--- src/rtl/mod465_pkg.sv ---
// Shared types and constants for the 4-ASK receive decision path.
// Samples use a signed 1s17 format.
package mod465_pkg;

  localparam int unsigned DW = 18;

  localparam logic signed [DW-1:0] S_MAX = 18'sd131071;
  localparam logic signed [DW-1:0] S_MIN = -18'sd131072;

  localparam logic signed [DW-1:0] INIT_REF_DEFAULT = 18'sd32768;

  typedef enum logic [1:0] {
    SYM_M3 = 2'b00,
    SYM_M1 = 2'b01,
    SYM_P1 = 2'b11,
    SYM_P3 = 2'b10
  } sym_t;

endpackage

--- src/rtl/sym_abs_avg.sv ---
// Captures |x| on each symbol strobe and averages it over blocks of 2^LOG2_N
// symbols to produce the slicer reference level.
module sym_abs_avg
  import mod465_pkg::*;
#(
  parameter int unsigned           LOG2_N   = 10,
  parameter logic signed [DW-1:0]  INIT_REF = INIT_REF_DEFAULT
) (
  input  logic                 clk,
  input  logic                 reset,
  input  logic                 i_sym_en,
  input  logic signed [DW-1:0] i_in,
  input  logic                 i_cap_valid,
  output logic signed [DW-1:0] o_ref_level,
  output logic                 o_ref_valid
);

  localparam int unsigned AW = DW + LOG2_N;

  logic [DW-2:0]       w_abs;
  logic [AW-1:0]       w_sum;
  logic [DW-2:0]       r_abs;
  logic [AW-1:0]       r_acc;
  logic [LOG2_N-1:0]   r_cnt;
  logic signed [DW-1:0] r_ref_level;
  logic                r_ref_valid;

  // The most negative input has no positive twin, so it clamps to S_MAX.
  always_comb begin
    w_abs = i_in[DW-2:0];
    if (i_in == S_MIN) begin
      w_abs = S_MAX[DW-2:0];
    end else if (i_in[DW-1]) begin
      w_abs = (DW-1)'(-i_in);
    end
  end

  assign w_sum = r_acc + AW'(r_abs);

  always_ff @(posedge clk) begin
    if (!reset) begin
      r_abs       <= '0;
      r_acc       <= '0;
      r_cnt       <= '0;
      r_ref_level <= INIT_REF;
      r_ref_valid <= 1'b0;
    end else begin
      r_ref_valid <= 1'b0;
      if (i_sym_en) begin
        r_abs <= w_abs;
      end
      if (i_cap_valid) begin
        if (r_cnt == '1) begin
          r_ref_level <= signed'(DW'(w_sum >> LOG2_N));
          r_acc       <= '0;
          r_cnt       <= '0;
          r_ref_valid <= 1'b1;
        end else begin
          r_acc <= w_sum;
          r_cnt <= r_cnt + 1'b1;
        end
      end
    end
  end

  assign o_ref_level = r_ref_level;
  assign o_ref_valid = r_ref_valid;

endmodule

--- src/rtl/ask4_slicer_ref.sv ---
// 4-ASK symbol slicer: Gray-coded decision and saturated slicer error against
// a block-averaged reference level (threshold = 2a).
module ask4_slicer_ref
  import mod465_pkg::*;
#(
  parameter int unsigned           LOG2_N   = 10,
  parameter logic signed [DW-1:0]  INIT_REF = INIT_REF_DEFAULT
) (
  input  logic                 clk,
  input  logic                 reset,
  input  logic                 sym_clk_en,
  input  logic signed [DW-1:0] in,
  output logic [1:0]           out_sym,
  output logic                 out_valid,
  output logic signed [DW-1:0] err,
  output logic signed [DW-1:0] ref_level,
  output logic                 ref_valid
);

  logic signed [DW-1:0] r_s;
  logic                 r_cap_valid;
  sym_t                 r_sym;
  logic signed [DW-1:0] r_err;
  logic                 r_out_valid;

  logic signed [DW-1:0] w_ref;
  logic signed [19:0]   w_s20;
  logic signed [19:0]   w_r20;
  logic signed [19:0]   w_half20;
  logic signed [19:0]   w_recon20;
  logic signed [19:0]   w_err20;
  sym_t                 w_sym;
  logic signed [DW-1:0] w_err;

  sym_abs_avg #(
    .LOG2_N   (LOG2_N),
    .INIT_REF (INIT_REF)
  ) u_avg (
    .clk         (clk),
    .reset       (reset),
    .i_sym_en    (sym_clk_en),
    .i_in        (in),
    .i_cap_valid (r_cap_valid),
    .o_ref_level (w_ref),
    .o_ref_valid (ref_valid)
  );

  // Slice with the reference held before this edge; a reload on the same
  // edge only affects later symbols.
  always_comb begin
    w_s20     = {{2{r_s[DW-1]}}, r_s};
    w_r20     = {{2{w_ref[DW-1]}}, w_ref};
    w_half20  = w_r20 >>> 1;
    w_sym     = SYM_M3;
    w_recon20 = -(w_r20 + w_half20);
    if (w_s20 >= w_r20) begin
      w_sym     = SYM_P3;
      w_recon20 = w_r20 + w_half20;
    end else if (w_s20 >= 20'sd0) begin
      w_sym     = SYM_P1;
      w_recon20 = w_half20;
    end else if (w_s20 >= -w_r20) begin
      w_sym     = SYM_M1;
      w_recon20 = -w_half20;
    end
    w_err20 = w_s20 - w_recon20;
    w_err   = w_err20[DW-1:0];
    if (w_err20 > 20'sd131071) begin
      w_err = S_MAX;
    end else if (w_err20 < -20'sd131072) begin
      w_err = S_MIN;
    end
  end

  always_ff @(posedge clk) begin
    if (!reset) begin
      r_s         <= '0;
      r_cap_valid <= 1'b0;
      r_sym       <= SYM_M3;
      r_err       <= '0;
      r_out_valid <= 1'b0;
    end else begin
      r_cap_valid <= sym_clk_en;
      if (sym_clk_en) begin
        r_s <= in;
      end
      r_out_valid <= r_cap_valid;
      if (r_cap_valid) begin
        r_sym <= w_sym;
        r_err <= w_err;
      end
    end
  end

  assign out_sym   = r_sym;
  assign out_valid = r_out_valid;
  assign err       = r_err;
  assign ref_level = w_ref;

endmodule

--- config.mk ---
export PLATFORM = sky130hd
export DESIGN_NAME = ask4_slicer_ref
export DESIGN_NICKNAME = d
export VERILOG_FILES = /design/src/rtl/mod465_pkg.sv /design/src/rtl/sym_abs_avg.sv /design/src/rtl/ask4_slicer_ref.sv
export SDC_FILE = /design/constraint.sdc
export NUM_CORES = 1
export LEC_CHECK = 0
export CORE_AREA = 2 2 141 143
export DETAILED_ROUTE_END_ITERATION = 7
export DIE_AREA = 0 0 143 145
export PLACE_DENSITY = 0.73
export RECOVER_POWER = 100
export SLEW_MARGIN = 20
export SYNTH_ARGS = -nofsm -noshare
export SYNTH_HDL_FRONTEND = slang
export SYNTH_HIERARCHICAL = 1
export SYNTH_SLANG_ARGS = --single-unit
--- constraint.sdc ---
create_clock -name clk -period 8.1 [get_ports clk]
set_input_delay 0.81 -clock clk [delete_from_list [all_inputs] [get_ports clk]]
set_output_delay 0.81 -clock clk [all_outputs]
set_load 0.02 [all_outputs]
### Word level (Yosys, flattened, before mapping)

Index checks and enable logic that the tools add are counted.

* reduce and logical (&&, ||, !) cells: 2
* add/subtract/negate cells: 8
* order comparisons: 5
* equality and inequality tests: 2
* muxes and demuxes: 13

Operators by type and width (count)
* two-way mux 20 bit: 3
* two-way mux 18 bit: 2
* two-way mux 17 bit: 2
* adder 28 x 17 -> 28 bit: 1
* two-way mux 28 bit: 1
* >= comparator 18 x 20 -> 1 bit: 1
* greater-than comparator 20 x 18 -> 1 bit, second input constant: 1
* < comparator 20 x 18 -> 1 bit, second input constant: 1
* negation 17 -> 20 bit: 1
* negation 18 -> 20 bit: 1
* negation 20 bit: 1
* subtractor 18 x 20 -> 20 bit: 1
* adder 18 x 17 -> 19 bit: 1
* == test 18 bit, second input constant: 1
* >= comparator 18 x 1 -> 1 bit, second input constant: 1
* >= comparator 18 bit: 1
* negation 17 bit: 1
* adder 10 x 1 -> 10 bit, second input constant: 1
* == test 10 bit, second input constant: 1
* two-way mux 10 bit: 1
* two-way mux 2 bit: 2
* AND reduction 2 bit: 2
* two-way mux 1 bit: 2

* word-level logic and storage cells: 40
* output and inout port bits: 40
* register bits after elaboration: 114
* bits of input ports: 21

### Logic depth before layout (Yosys ltp)

* word-level depth: 9
* gate-level depth with buffers: 31
* gate-level depth less buffers: 28

### Modules after synthesis

The synthesis kept the hierarchy.

By module, submodules not included
* ask4_slicer_ref: seq. area each 800.8 µm², cells each 788, instances 1, area each 6060.8 µm²
* sym_abs_avg: seq. area each 1481.4 µm², cells each 511, instances 1, area each 4171.5 µm²

### Least setup slack after synthesis

No wires, ideal clock.

* path type: reg-to-reg
* from: reg u_avg.r_ref_level[0], in the netlist u_avg/o_ref_level[0]
* to: reg r_err[10], in the netlist err[10]
* setup time: 0.122 ns
* slack: 1.200 ns
* arrival time: 6.778 ns
* required time: 7.978 ns
* buffers on the path: 3
* clock period less this slack: 6.900 ns
* cell stages (with the launch flop): 31
* cells stage by stage: dfxtp_1 > clkbuf_1 > inv_1 > ha_1 > nand3_1 > nor2_1 > nand3_1 > nor2_1 > xnor2_1 > ha_1 > a21oi_1 > nand2_1 > a21o_1 > a2111oi_0 > mux2i_1 > clkbuf_1 > o31ai_1 > a221o_1 > o21ai_0 > ha_1 > a211o_1 > o221a_2 > o31a_1 > a211oi_1 > nor2_1 > or2_2 > a211oi_1 > nor4_2 > nor3b_2 > buf_6 > a21oi_2

* longest elaborated chain between the ends: 9
* elaborated cells between the ends (all ways): 13
* those cells by class: add/sub (4); order compare (4); mux (5)

Ends and longest elaborated chain
* start, declared: line sym_abs_avg.sv:25 `logic signed [DW-1:0] r_ref_level;`
* start signal, assigned: line sym_abs_avg.sv:54 `r_ref_level <= signed'(DW'(w_sum >> LOG2_N));`
* adder 18 x 17 -> 19 bit or negation 18 -> 20 bit (tied branches): line ask4_slicer_ref.sv:55, ask4_slicer_ref.sv:58, ask4_slicer_ref.sv:62
* negation 20 bit or >= comparator 18 x 20 -> 1 bit (tied branches): line ask4_slicer_ref.sv:55, ask4_slicer_ref.sv:62
* two-way mux 20 bit: line ask4_slicer_ref.sv:62 `end else if (w_s20 >= -w_r20) begin`
* two-way mux 20 bit: line ask4_slicer_ref.sv:59 `end else if (w_s20 >= 20'sd0) begin`
* two-way mux 20 bit *: line ask4_slicer_ref.sv:56 `if (w_s20 >= w_r20) begin`
* subtractor 18 x 20 -> 20 bit *: line ask4_slicer_ref.sv:66 `w_err20 = w_s20 - w_recon20;`
* < comparator 20 x 18 -> 1 bit: line ask4_slicer_ref.sv:70 `end else if (w_err20 < -20'sd131072) begin`
* two-way mux 18 bit: line ask4_slicer_ref.sv:70
* two-way mux 18 bit *: line ask4_slicer_ref.sv:68 `if (w_err20 > 20'sd131071) begin`
* end signal, assigned: line ask4_slicer_ref.sv:90 `r_err <= w_err;`
* end, declared: line ask4_slicer_ref.sv:23 `logic signed [DW-1:0] r_err;`

Mark *: on every way between the ends. The rest lies on a longest branch, timed or not.
A chain may end at the register's enable or synchronous reset.

### Final worst setup path

* from: reg u_avg.r_ref_level[6], in the netlist u_avg/o_ref_level[6]
* to: reg r_err[1], in the netlist err[1]

Same word-level chain as after synthesis.

==> run_results.csv <==
group,metric,value,unit
run_status,outcome,"finished with violations",
run_status,failed_checks,"capacitance limit, slew limit",
sta,final_max_slew_viol_count,62,
sta,fin_skew,15.0,ps
global_route,grt_use_total,0.295,
sta,setup_viol,0,
logic_synthesis,synth_edf_count,0,
critical_path,critPathKind,"reg -> reg",
logic_synthesis,synth_seq_cells,114,
logic_synthesis,syn_avg_cell_area,7.88,sq um
sta,finalCritPeriodShare,0.926,
critical_path,path_buf_inv,4,
placed_design,io_buffers,60,
placed_design,placedInstanceArea,0.0111,sq mm
critical_path,start_kind,"flop",
logic_synthesis,async_reset_ff_frac,0,
clock_tree,hold_buffers,0,
clock_tree,clock-root-buffer,"clkbuf_16",
route,vias,9917,
critical_path,critPathMaxStageDelay,590,ps
global_route,antenna_found_initial,0,
critical_path,cpMostUsedCell,"a21oi_1",
critical_path,cpMaxStageDelayCell,"dfxtp_1",
cells_and_area,fin_nets,1484,
clock_tree,clkTransAtPathRegs,60,ps
logic_synthesis,yosysMostFrequentCell,"dfxtp_1",
clock_tree,htreeDepth,4,
route,firstDrtPassIters,6,
route,ant_nets,0,
sta,whs,465,ps
logic_synthesis,synthTopCellsByArea,"dfxtp_1, ha_1, o21ai_0",
pwr,p_per_area,154,mW/mm^2
cells_and_area,drive_gt1_frac,0.0631,
clock_tree,cts_max_path_buffers,2,
die,dieArea,0.0207,sq mm
logic_synthesis,synth_top_area_frac,0.223,
logic_synthesis,ys_seq_area_frac,0.223,
clock_tree,cts_num_sinks,114,
die,rows,51,
route,first_iter_violations,647,
sta,max_freq,133,MHz
placed_design,routabilityCongestion,0.954,
route,avgRoutedWirePerCell,18.8,um
sta,tns,0,ps
clock_tree,cts_tree,"yes",
route,wirelength,30600,um
placed_design,dp_hpwl,22900,um
logic_synthesis,yosys_warnings,6,
sta,rsz0062_at_grt,"false",
pwr,power,1.81,mW
pwr,vdd_drop_max,0.160,mV
logic_synthesis,syn_area,0.0102,sq mm
route,via_per_inst,6.09,
logic_synthesis,ys_types,86,
sta,final_hold_viol_count,0,
cells_and_area,design_area,0.0117,sq mm
global_route,grt_overflow,0,
die,io_pins,61,
global_route,first_global_vias,9482,
clock_tree,cts_buffers,17,
logic_synthesis,synthCells,1299,
route,post-route-drc-count,0,
die,die_y,145,um
cells_and_area,regArea,0.00228,sq mm
hold_path,hold_path.class,"reg -> reg",
global_route,grt_pass1_wl,48900,um
critical_path,critPathMaxFanout,29,
global_route,grt_max_degree,62,
logic_synthesis,synthTopCellsByCount,"dfxtp_1, ha_1, nand2_1",
die,start_util,0.533,
sta,period_minus_slack,7500,ps
logic_synthesis,synth.largest_area_cell,"dfxtp_1",
critical_path,crit_required,8370,ps
sta,worst_pin_slew,2370,ps
cells_and_area,layout-area-overhead-vs-synth,14.3,%
run,drv_cap,1,
sta,slew_headroom,-0.579,
cells_and_area,multi_input_comb_area,0.00757,sq mm
pwr,cellLeakagePower,5.07,nW
clock_tree,clk_latency,420,ps
logic_synthesis,syn_nets,1433,
logic_synthesis,synthFlopType,"dfxtp_1",
critical_path,path_delay_family,"compound AO/OA/AOI/OAI gates",
critical_path,cp-end-kind,"flop",
critical_path,crit_arrival,7770,ps
cells_and_area,nFillCells,1726,
die,coreArea,0.0192,sq mm
die,fp.dieW,143,um
-- kinds of logic after synthesis --
group / after synthesis / share of synthesized area
AND/OR/NAND/NOR: 443 / 0.225
AO/OA/AOI/OAI: 401 / 0.257
flip-flops: 114 / 0.223
adder cells (fa/ha/maj): 113 / 0.140
buffers and inverters: 98 / 0.0383
XOR/XNOR: 91 / 0.0779
multiplexers: 39 / 0.0383
-- timing repair --
action                                  4_1_cts  5_1_grt
endpoints found under the setup margin        0       17
setup buffers                                 0        5
gates resized for setup                       0        1
hold endpoints to repair                      0        0
-- area by class of cell --
type	instances	area share
clock buffers	17	0.0364
repair buffers	85	0.0651
diodes	1	0.000214
clock inverters	15	0.0129
multi-input cells	1087	0.647
well taps	265	0.0283
inverters	45	0.0144
flip-flops and latches	114	0.195
-- sequential cells by signal (all words and copies together) (netlist names) --
| signal | flops |
|---|---|
| u_avg/r_abs | 17 |
| u_avg/r_cnt | 10 |
| out_valid | 1 |
| r_cap_valid | 1 |
| u_avg/r_acc | 28 |
| out_sym | 2 |
| err | 18 |
| u_avg/o_ref_level | 18 |
| r_s | 18 |
| u_avg/o_ref_valid | 1 |
-- layer usage --
layer	up-vias	GRT usage	part of all wire
met3	66	0.0413	0.041
met4	0	0.113	0.029
li1	4894	-	-
met5	-	0	0
met1	4699	0.388	0.45
met2	258	0.485	0.48
-- metrics by stage --
stage	setup slack, ps	util	cells
finish	603	0.609	1629
global route	67.1	0.609	1628
CTS	542	0.608	1623
detailed placement	621	0.578	1591
global placement	730	0.578	1591
floorplan	1200	-	1299
-- report_power, final --
part / internal [mW] / switching (mW) / total [mW]
clock: 0.431 / 0.318 / 0.749
sequential: 0.588 / 0.0239 / 0.612
combinational: 0.183 / 0.262 / 0.445
total: 1.20 / 0.604 / 1.81
-- worst register-to-register path, delay by kind of cell, from the launching register on --
family,cells,cell delay [ps]
compound gates,11,2130
xor+xnor,2,350
fa+ha+maj,3,920
buf+inv,4,950
flops,1,590
mux,1,440
simple gates,9,1990
-- final timing paths --
| check | cells after the start | end | slack, ps | start |
|---|---|---|---|---|
| max reg2reg | 30 | err[1]$_SDFFE_PN0P_ | 600 | u_avg/o_ref_level[6]$_SDFFE_PN0P_ |
| min | 2 | err[4]$_SDFFE_PN0P_ | 460 | err[4]$_SDFFE_PN0P_ |
| min reg2reg | 2 | err[4]$_SDFFE_PN0P_ | 460 | err[4]$_SDFFE_PN0P_ |
| max | 30 | err[1]$_SDFFE_PN0P_ | 600 | u_avg/o_ref_level[6]$_SDFFE_PN0P_ |
-- cell usage in the layout, fill, tap and decap left out, types with 17 or more instances in the layout --
cell             count
a21o_1              32
a21oi_1             99
and3_1              19
buf_4               19
clkbuf_16           17
clkdlybuf4s50_1     19
dfxtp_1            114
dlygate4sd3_1       40
ha_1               110
inv_1               43
mux2i_1             37
nand2_1            105
nand3_1             62
nand4_1             24
nor2_1              86
nor2b_1             41
nor3_1              19
o21ai_0            104
xnor2_1             49
xor2_1              42
(Power assumes the default switching activity.)
